## src/rtl/kernel_addr_sequencer.sv

```systemverilog
// -----------------------------------------------------------------------------
// kernel_addr_sequencer
//
// Raster-scan controller for the 3x3 convolution kernel address path. A start
// command walks a configured frame one output pixel at a time. For every pixel
// it presents the top-, centre- and bottom-row addresses of the kernel window.
// The top and bottom rows are clamped (replicated) at the frame edges.
//
// Ports
//   clk         rising-edge clock
//   rst_n       asynchronous, active-low reset
//   start       1-cycle command, only looked at in IDLE
//   abort       synchronous scan termination; no done pulse follows
//   cfg_base    frame base address, latched at an accepted start
//   cfg_width   pixels per row, latched at start
//   cfg_height  rows per frame, latched at start
//   out_ready   consumer accepts the current window
//   out_valid   window outputs valid
//   top_addr    address of the row above the centre pixel (clamped)
//   mid_addr    centre pixel address
//   bot_addr    address of the row below the centre pixel (clamped)
//   col, row    coordinates of the current window
//   top_clamp   row == 0
//   bot_clamp   row == height-1
//   busy        high while scanning (RUN)
//   done        1-cycle pulse after the last window is accepted
//
// Handshake: a window transfers on every rising edge where out_valid and
// out_ready are both high. While out_valid is high and out_ready is low, every
// window output holds its value. out_valid never drops in RUN except through
// abort or reset, and it does not depend on out_ready.
//
// All outputs come straight from flops. The next window is computed from the
// next-state coordinates, then registered. No multiplier is used: the row base
// address is accumulated by adding the width once per completed row.
// -----------------------------------------------------------------------------
module kernel_addr_sequencer #(
  parameter int AW = 16,
  parameter int DW = 8
) (
  input  logic          clk,
  input  logic          rst_n,
  input  logic          start,
  input  logic          abort,
  input  logic [AW-1:0] cfg_base,
  input  logic [DW-1:0] cfg_width,
  input  logic [DW-1:0] cfg_height,
  input  logic          out_ready,
  output logic          out_valid,
  output logic [AW-1:0] top_addr,
  output logic [AW-1:0] mid_addr,
  output logic [AW-1:0] bot_addr,
  output logic [DW-1:0] col,
  output logic [DW-1:0] row,
  output logic          top_clamp,
  output logic          bot_clamp,
  output logic          busy,
  output logic          done
);

  localparam logic [1:0] S_IDLE = 2'd0;
  localparam logic [1:0] S_RUN  = 2'd1;
  localparam logic [1:0] S_DONE = 2'd2;

  // State and latched configuration
  logic [1:0]    state;
  logic [DW-1:0] width_q;
  logic [DW-1:0] height_q;
  logic [AW-1:0] row_base;

  // Next-state values
  logic [1:0]    state_d;
  logic [DW-1:0] width_d;
  logic [DW-1:0] height_d;
  logic [AW-1:0] row_base_d;
  logic [DW-1:0] col_d;
  logic [DW-1:0] row_d;
  logic          out_valid_d;
  logic          busy_d;
  logic          done_d;
  logic          load_win;

  // Next window, derived from the next-state coordinates
  logic [AW-1:0] mid_d;
  logic [AW-1:0] top_d;
  logic [AW-1:0] bot_d;
  logic          top_clamp_d;
  logic          bot_clamp_d;
  logic [AW-1:0] width_ext_d;

  logic handshake;
  logic last_col;
  logic last_row;

  assign handshake = out_valid && out_ready;
  assign last_col  = (col == width_q - DW'(1));
  assign last_row  = (row == height_q - DW'(1));

  // ---------------------------------------------------------------------------
  // Control: state transitions and scan coordinate stepping
  // ---------------------------------------------------------------------------
  always_comb begin
    state_d     = state;
    width_d     = width_q;
    height_d    = height_q;
    row_base_d  = row_base;
    col_d       = col;
    row_d       = row;
    out_valid_d = out_valid;
    busy_d      = busy;
    done_d      = 1'b0;
    load_win    = 1'b0;

    case (state)
      S_IDLE: begin
        out_valid_d = 1'b0;
        busy_d      = 1'b0;
        if (start) begin
          width_d  = cfg_width;
          height_d = cfg_height;
          if ((cfg_width != '0) && (cfg_height != '0)) begin
            row_base_d  = cfg_base;
            col_d       = '0;
            row_d       = '0;
            state_d     = S_RUN;
            out_valid_d = 1'b1;
            busy_d      = 1'b1;
            load_win    = 1'b1;
          end else begin
            // Empty frame: nothing to emit, report completion right away.
            state_d = S_DONE;
            done_d  = 1'b1;
          end
        end
      end

      S_RUN: begin
        if (abort) begin
          // abort wins over a handshake in the same cycle
          state_d     = S_IDLE;
          out_valid_d = 1'b0;
          busy_d      = 1'b0;
        end else if (handshake) begin
          if (last_col && last_row) begin
            state_d     = S_DONE;
            out_valid_d = 1'b0;
            busy_d      = 1'b0;
            done_d      = 1'b1;
          end else if (last_col) begin
            col_d      = '0;
            row_d      = row + DW'(1);
            row_base_d = row_base + AW'(width_q);
            load_win   = 1'b1;
          end else begin
            col_d    = col + DW'(1);
            load_win = 1'b1;
          end
        end
      end

      S_DONE: begin
        // done lasts one cycle; abort here lands in IDLE as well
        state_d     = S_IDLE;
        out_valid_d = 1'b0;
        busy_d      = 1'b0;
      end

      default: begin
        state_d     = S_IDLE;
        out_valid_d = 1'b0;
        busy_d      = 1'b0;
      end
    endcase
  end

  // ---------------------------------------------------------------------------
  // Window address computation (modulo 2^AW)
  // ---------------------------------------------------------------------------
  always_comb begin
    width_ext_d = AW'(width_d);
    mid_d       = row_base_d + AW'(col_d);
    top_clamp_d = (row_d == '0);
    bot_clamp_d = (row_d == height_d - DW'(1));
    top_d       = top_clamp_d ? mid_d : (mid_d - width_ext_d);
    bot_d       = bot_clamp_d ? mid_d : (mid_d + width_ext_d);
  end

  // ---------------------------------------------------------------------------
  // Registers
  // ---------------------------------------------------------------------------
  always_ff @(posedge clk or negedge rst_n) begin
    if (!rst_n) begin
      state     <= S_IDLE;
      width_q   <= '0;
      height_q  <= '0;
      row_base  <= '0;
      col       <= '0;
      row       <= '0;
      out_valid <= 1'b0;
      busy      <= 1'b0;
      done      <= 1'b0;
      top_addr  <= '0;
      mid_addr  <= '0;
      bot_addr  <= '0;
      top_clamp <= 1'b0;
      bot_clamp <= 1'b0;
    end else begin
      state     <= state_d;
      width_q   <= width_d;
      height_q  <= height_d;
      row_base  <= row_base_d;
      col       <= col_d;
      row       <= row_d;
      out_valid <= out_valid_d;
      busy      <= busy_d;
      done      <= done_d;
      // Window outputs only move when a new window is loaded, so they are
      // stable under backpressure.
      if (load_win) begin
        top_addr  <= top_d;
        mid_addr  <= mid_d;
        bot_addr  <= bot_d;
        top_clamp <= top_clamp_d;
        bot_clamp <= bot_clamp_d;
      end
    end
  end

endmodule
```

## config.mk

```make
export PLATFORM = sky130hd
export DESIGN_NAME = kernel_addr_sequencer
export DESIGN_NICKNAME = d
export VERILOG_FILES = /design/src/rtl/kernel_addr_sequencer.sv
export SDC_FILE = /design/constraint.sdc
export NUM_CORES = 1
export LEC_CHECK = 0
export ABC_AREA = 1
export BUFFER_PORTS_ARGS = -buffer_cell sky130_fd_sc_hd__buf_2
export CAP_MARGIN = 0
export CORE_ASPECT_RATIO = 1.5
export CORE_UTILIZATION = 64
export CTS_CLUSTER_SIZE = 10
export DETAILED_ROUTE_END_ITERATION = 8
export PLACE_DENSITY = 0.92
export SYNTH_ARGS = -nofsm -noshare
export SYNTH_HDL_FRONTEND = slang
export SYNTH_SLANG_ARGS = --single-unit
```

## constraint.sdc

```tcl
create_clock -name clk -period 15.11 [get_ports clk]
set_clock_uncertainty 0.2 [all_clocks]
set_input_delay 0 -clock clk [delete_from_list [all_inputs] [get_ports clk]]
set_output_delay 0 -clock clk [all_outputs]
set_load 0.005 [all_outputs]
```

==> impl_metrics.env <==
export IMPL_synth_top_cell_by_area="dfrtp_1"
export IMPL_max_stage_delay_ns=0.41
export IMPL_cts_root_buf="clkbuf_16"
export IMPL_yosysMostFrequentCell="nand2_1"
export IMPL_yosysWarnings=0
export IMPL_num_vias=8119
export IMPL_die_w_um=92.2
export IMPL_placedCellCount=1349
export IMPL_syn_area_sq_mm=0.00781
export IMPL_tns_ns=0
export IMPL_first_global_vias=7692
export IMPL_drc=2
export IMPL_ctsHoldBuffers=35
export IMPL_die_h_um=137
export IMPL_yosysUniqueCellTypes=53
export IMPL_yosys_top_cells_area="dfrtp_1, nand2_1, inv_1"
export IMPL_antenna_left=0
export IMPL_pre_cts_ws_ns=9.21
export IMPL_synth_top_flop_cell="dfrtp_1"
export IMPL_final_max_slew_viol_count=0
export IMPL_area_growth_pct=16.4
export IMPL_die_area_sq_mm=0.0127
export IMPL_cp_endpoint="bot_addr[11]$_DFFE_PN0P_"
export IMPL_layout_drive_gt1_share_pct=17.8
export IMPL_dp_final_hpwl_um=17200
export IMPL_cts_buffers=9
export IMPL_antenna_cells=0
export IMPL_gp_congestion=0.973
export IMPL_final_cells=1400
export IMPL_synth_simple_gate_area_share_pct=33.8
export IMPL_cpMostUsedCell="nand2_1"
export IMPL_crit_path_start="width_q[1]$_DFF_PN0_"
export IMPL_fillers=928
export IMPL_cp_start_kind="register"
export IMPL_post_cts_resized=0
export IMPL_outcome="finished with violations"
export IMPL_cp_required_ns=15.15
export IMPL_finalInstanceArea_sq_mm=0.00909
export IMPL_cpMaxStageDelayCell="dfrtp_1"
export IMPL_cap_violations=0
export IMPL_io_buffers=105
export IMPL_tightest_slew_ns=0.971
export IMPL_avgRoutedWirePerCell_um=16.4
export IMPL_synth_top_family_by_area="simple AND/OR/NAND/NOR gates"
export IMPL_r2r_cells=32
export IMPL_grt_first_pass_wirelength_um=36500
export IMPL_vias_per_cell=5.80
export IMPL_cts_htree_levels=3
export IMPL_setup_viol=0
export IMPL_worst_setup_path_type="reg2reg"
export IMPL_period_minus_slack_ns=6.04
export IMPL_relSlewSlack_pct=35.1
export IMPL_synthMuxAreaShare_pct=0.144
export IMPL_violations="design-rule violations"
export IMPL_synthAdderAreaFrac_pct=6.95
export IMPL_syn_nets=1186
export IMPL_layout_nets=1320
export IMPL_grt_max_degree=53
export IMPL_overflow=0
export IMPL_fin_ws_ns=9.07
export IMPL_clockBufferDepth=2
export IMPL_clock_latency_ns=0.36
export IMPL_hold_viol_final=0
export IMPL_rsz0062_at_grt="false"
export IMPL_synth_edf_count=0
export IMPL_path_clk_slew_ns=0.08
export IMPL_synth_common_cells="nand2_1, inv_1, nor2_1"
export IMPL_start_util_pct=65.3
export IMPL_synth_seq_area_share_pct=32.7
export IMPL_ir_worst_vdd_mv=0.126
export IMPL_critPathArrivalTime_ns=6.07
export IMPL_io_pins=106
export IMPL_synth_compound_area_share_pct=13.0
export IMPL_critPathCaptureType="register"
export IMPL_placedInstanceArea_sq_mm=0.00844
export IMPL_min_path_type="in2reg"
export IMPL_cellPowerDensity_mw_per_mm2=154
export IMPL_rows=49
export IMPL_leakage_uw=0.00469
export IMPL_tritoncts="built"
export IMPL_synthDominantCellAreaShare_pct=32.7
export IMPL_synth_async_reset_ratio_pct=100
export IMPL_avgSynthCellArea_sq_um=7.05
export IMPL_crit_fanout=11
export IMPL_synthesis_instances=1108
export IMPL_fin_util_pct=76.1
export IMPL_clock_sinks=102
export IMPL_synth_seq_cells=102
export IMPL_drt_iter0_drc=630
export IMPL_synthXorXnorAreaFrac_pct=4.24
export IMPL_r2r_start="width_q[1]$_DFF_PN0_"
export IMPL_finalCritPeriodShare_pct=39.9
export IMPL_antenna_found_initial=0
export IMPL_grt_usage_pct=37.2
export IMPL_r2r_slack_ns=9.07
export IMPL_timing_critical_path_buf_inv=4
export IMPL_crit_family="compound AO/OA/AOI/OAI gates"
export IMPL_drt_pass1_iterations=8
export IMPL_postCtsSetupBuffers=0
export IMPL_drt_wl_total_um=23000
export IMPL_fmax_mhz=166
export IMPL_coreArea_sq_mm=0.0120
export IMPL_worstSetupPathDepth=32
export IMPL_r2r_end="bot_addr[11]$_DFFE_PN0P_"
-- per-stage QoR --
step	power [uW]	hold slack (ns)
floorplan	929	-0.496
global placement	1120	-0.146
detailed placement	1140	-0.143
CTS	1390	0.0188
global route	1510	0.0269
finish	1400	0.0178
-- worst min-delay path by stage --
stage	startpoint	to	cells after the start
6_report	cfg_width[1]	width_q[1]$_DFF_PN0_	3
5_1_grt	cfg_base[6]	row_base[6]$_DFF_PN0_	4
4_1_cts	cfg_width[1]	width_q[1]$_DFF_PN0_	3
3_5_place_dp	rst_n	top_addr[15]$_DFFE_PN0P_	1
3_3_place_gp	rst_n	top_addr[15]$_DFFE_PN0P_	1
2_1_floorplan	rst_n	bot_addr[0]$_DFFE_PN0P_	0
-- worst reg2reg max path, delay by kind of cell, from the launching register on --
| family | cells | cell delay [ns] |
|---|---|---|
| DFF | 1 | 0.41 |
| adders and majority gates | 3 | 0.98 |
| xor gates and xnor gates | 1 | 0.32 |
| and+or+nand+nor | 14 | 1.69 |
| buffers and inverters | 4 | 0.45 |
| AOI/OAI and AO/OA | 10 | 1.89 |
-- where the power goes --
group          switching (uW)  internal [uW]  total, uW
clock                     111            129        241
combinational             459            282        741
sequential               65.8            357        423
-- flip-flops by register name (all words and copies together), names as in the netlist, 2 cells and up --
register  flops
row           8
top_addr     16
col           8
height_q      8
state         2
width_q       8
mid_addr     16
bot_addr     16
row_base     16
-- cell usage in the layout (no fill, tap or decap), types with 4 or more instances in the layout --
cell / Yosys / layout
o31ai_1: 4 / 4
inv_1: 127 / 127
nor3_1: 8 / 8
o21a_1: 8 / 8
nand4_1: 25 / 25
nand3b_1: 9 / 9
o21ai_0: 43 / 43
nand3_1: 82 / 82
nor2_4: 8 / 8
buf_4: 1 / 4
buf_2: 6 / 104
o22ai_1: 15 / 15
dlygate4sd3_1: 0 / 35
o21ai_2: 6 / 6
a21oi_1: 42 / 42
fa_1: 4 / 4
o21ai_1: 22 / 22
o211ai_1: 9 / 9
o21bai_1: 7 / 7
nand2_2: 18 / 18
inv_2: 31 / 31
nand2_1: 267 / 267
nand3_2: 7 / 7
xor2_1: 27 / 27
nor2_2: 13 / 13
ha_1: 37 / 37
clkbuf_16: 0 / 9
nor2_1: 124 / 124
xnor2_1: 9 / 9
dfrtp_1: 102 / 102
-- routing by layer --
metal  wire length [um]  vias up  track usage (%)
met2              11600      388             65.9
met4               1360        0             23.0
met3               1490       95             6.40
met1               8500     3761             41.3
met5                  0        -                0
li1                   -     3875                -
-- final cells by class --
class                      count  area, sq um  area share (%)
multi-input combinational    825         4540            50.0
sequential                   102         2550            28.1
timing repair buffer         143          901            9.91
inverter                     161          607            6.67
clock buffer                   9          225            2.48
tap                          153          191            2.11
clock inverter                 7         72.6           0.798
-- cells by family after synthesis --
kind of cell             Yosys count
AO/OA/AOI/OAI                    172
XOR/XNOR                          37
adder cells (fa/ha/maj)           41
buffers and inverters            181
flip-flops                       102
multiplexers                       1
AND/OR/NAND/NOR                  574
(Power assumes the default switching activity.)
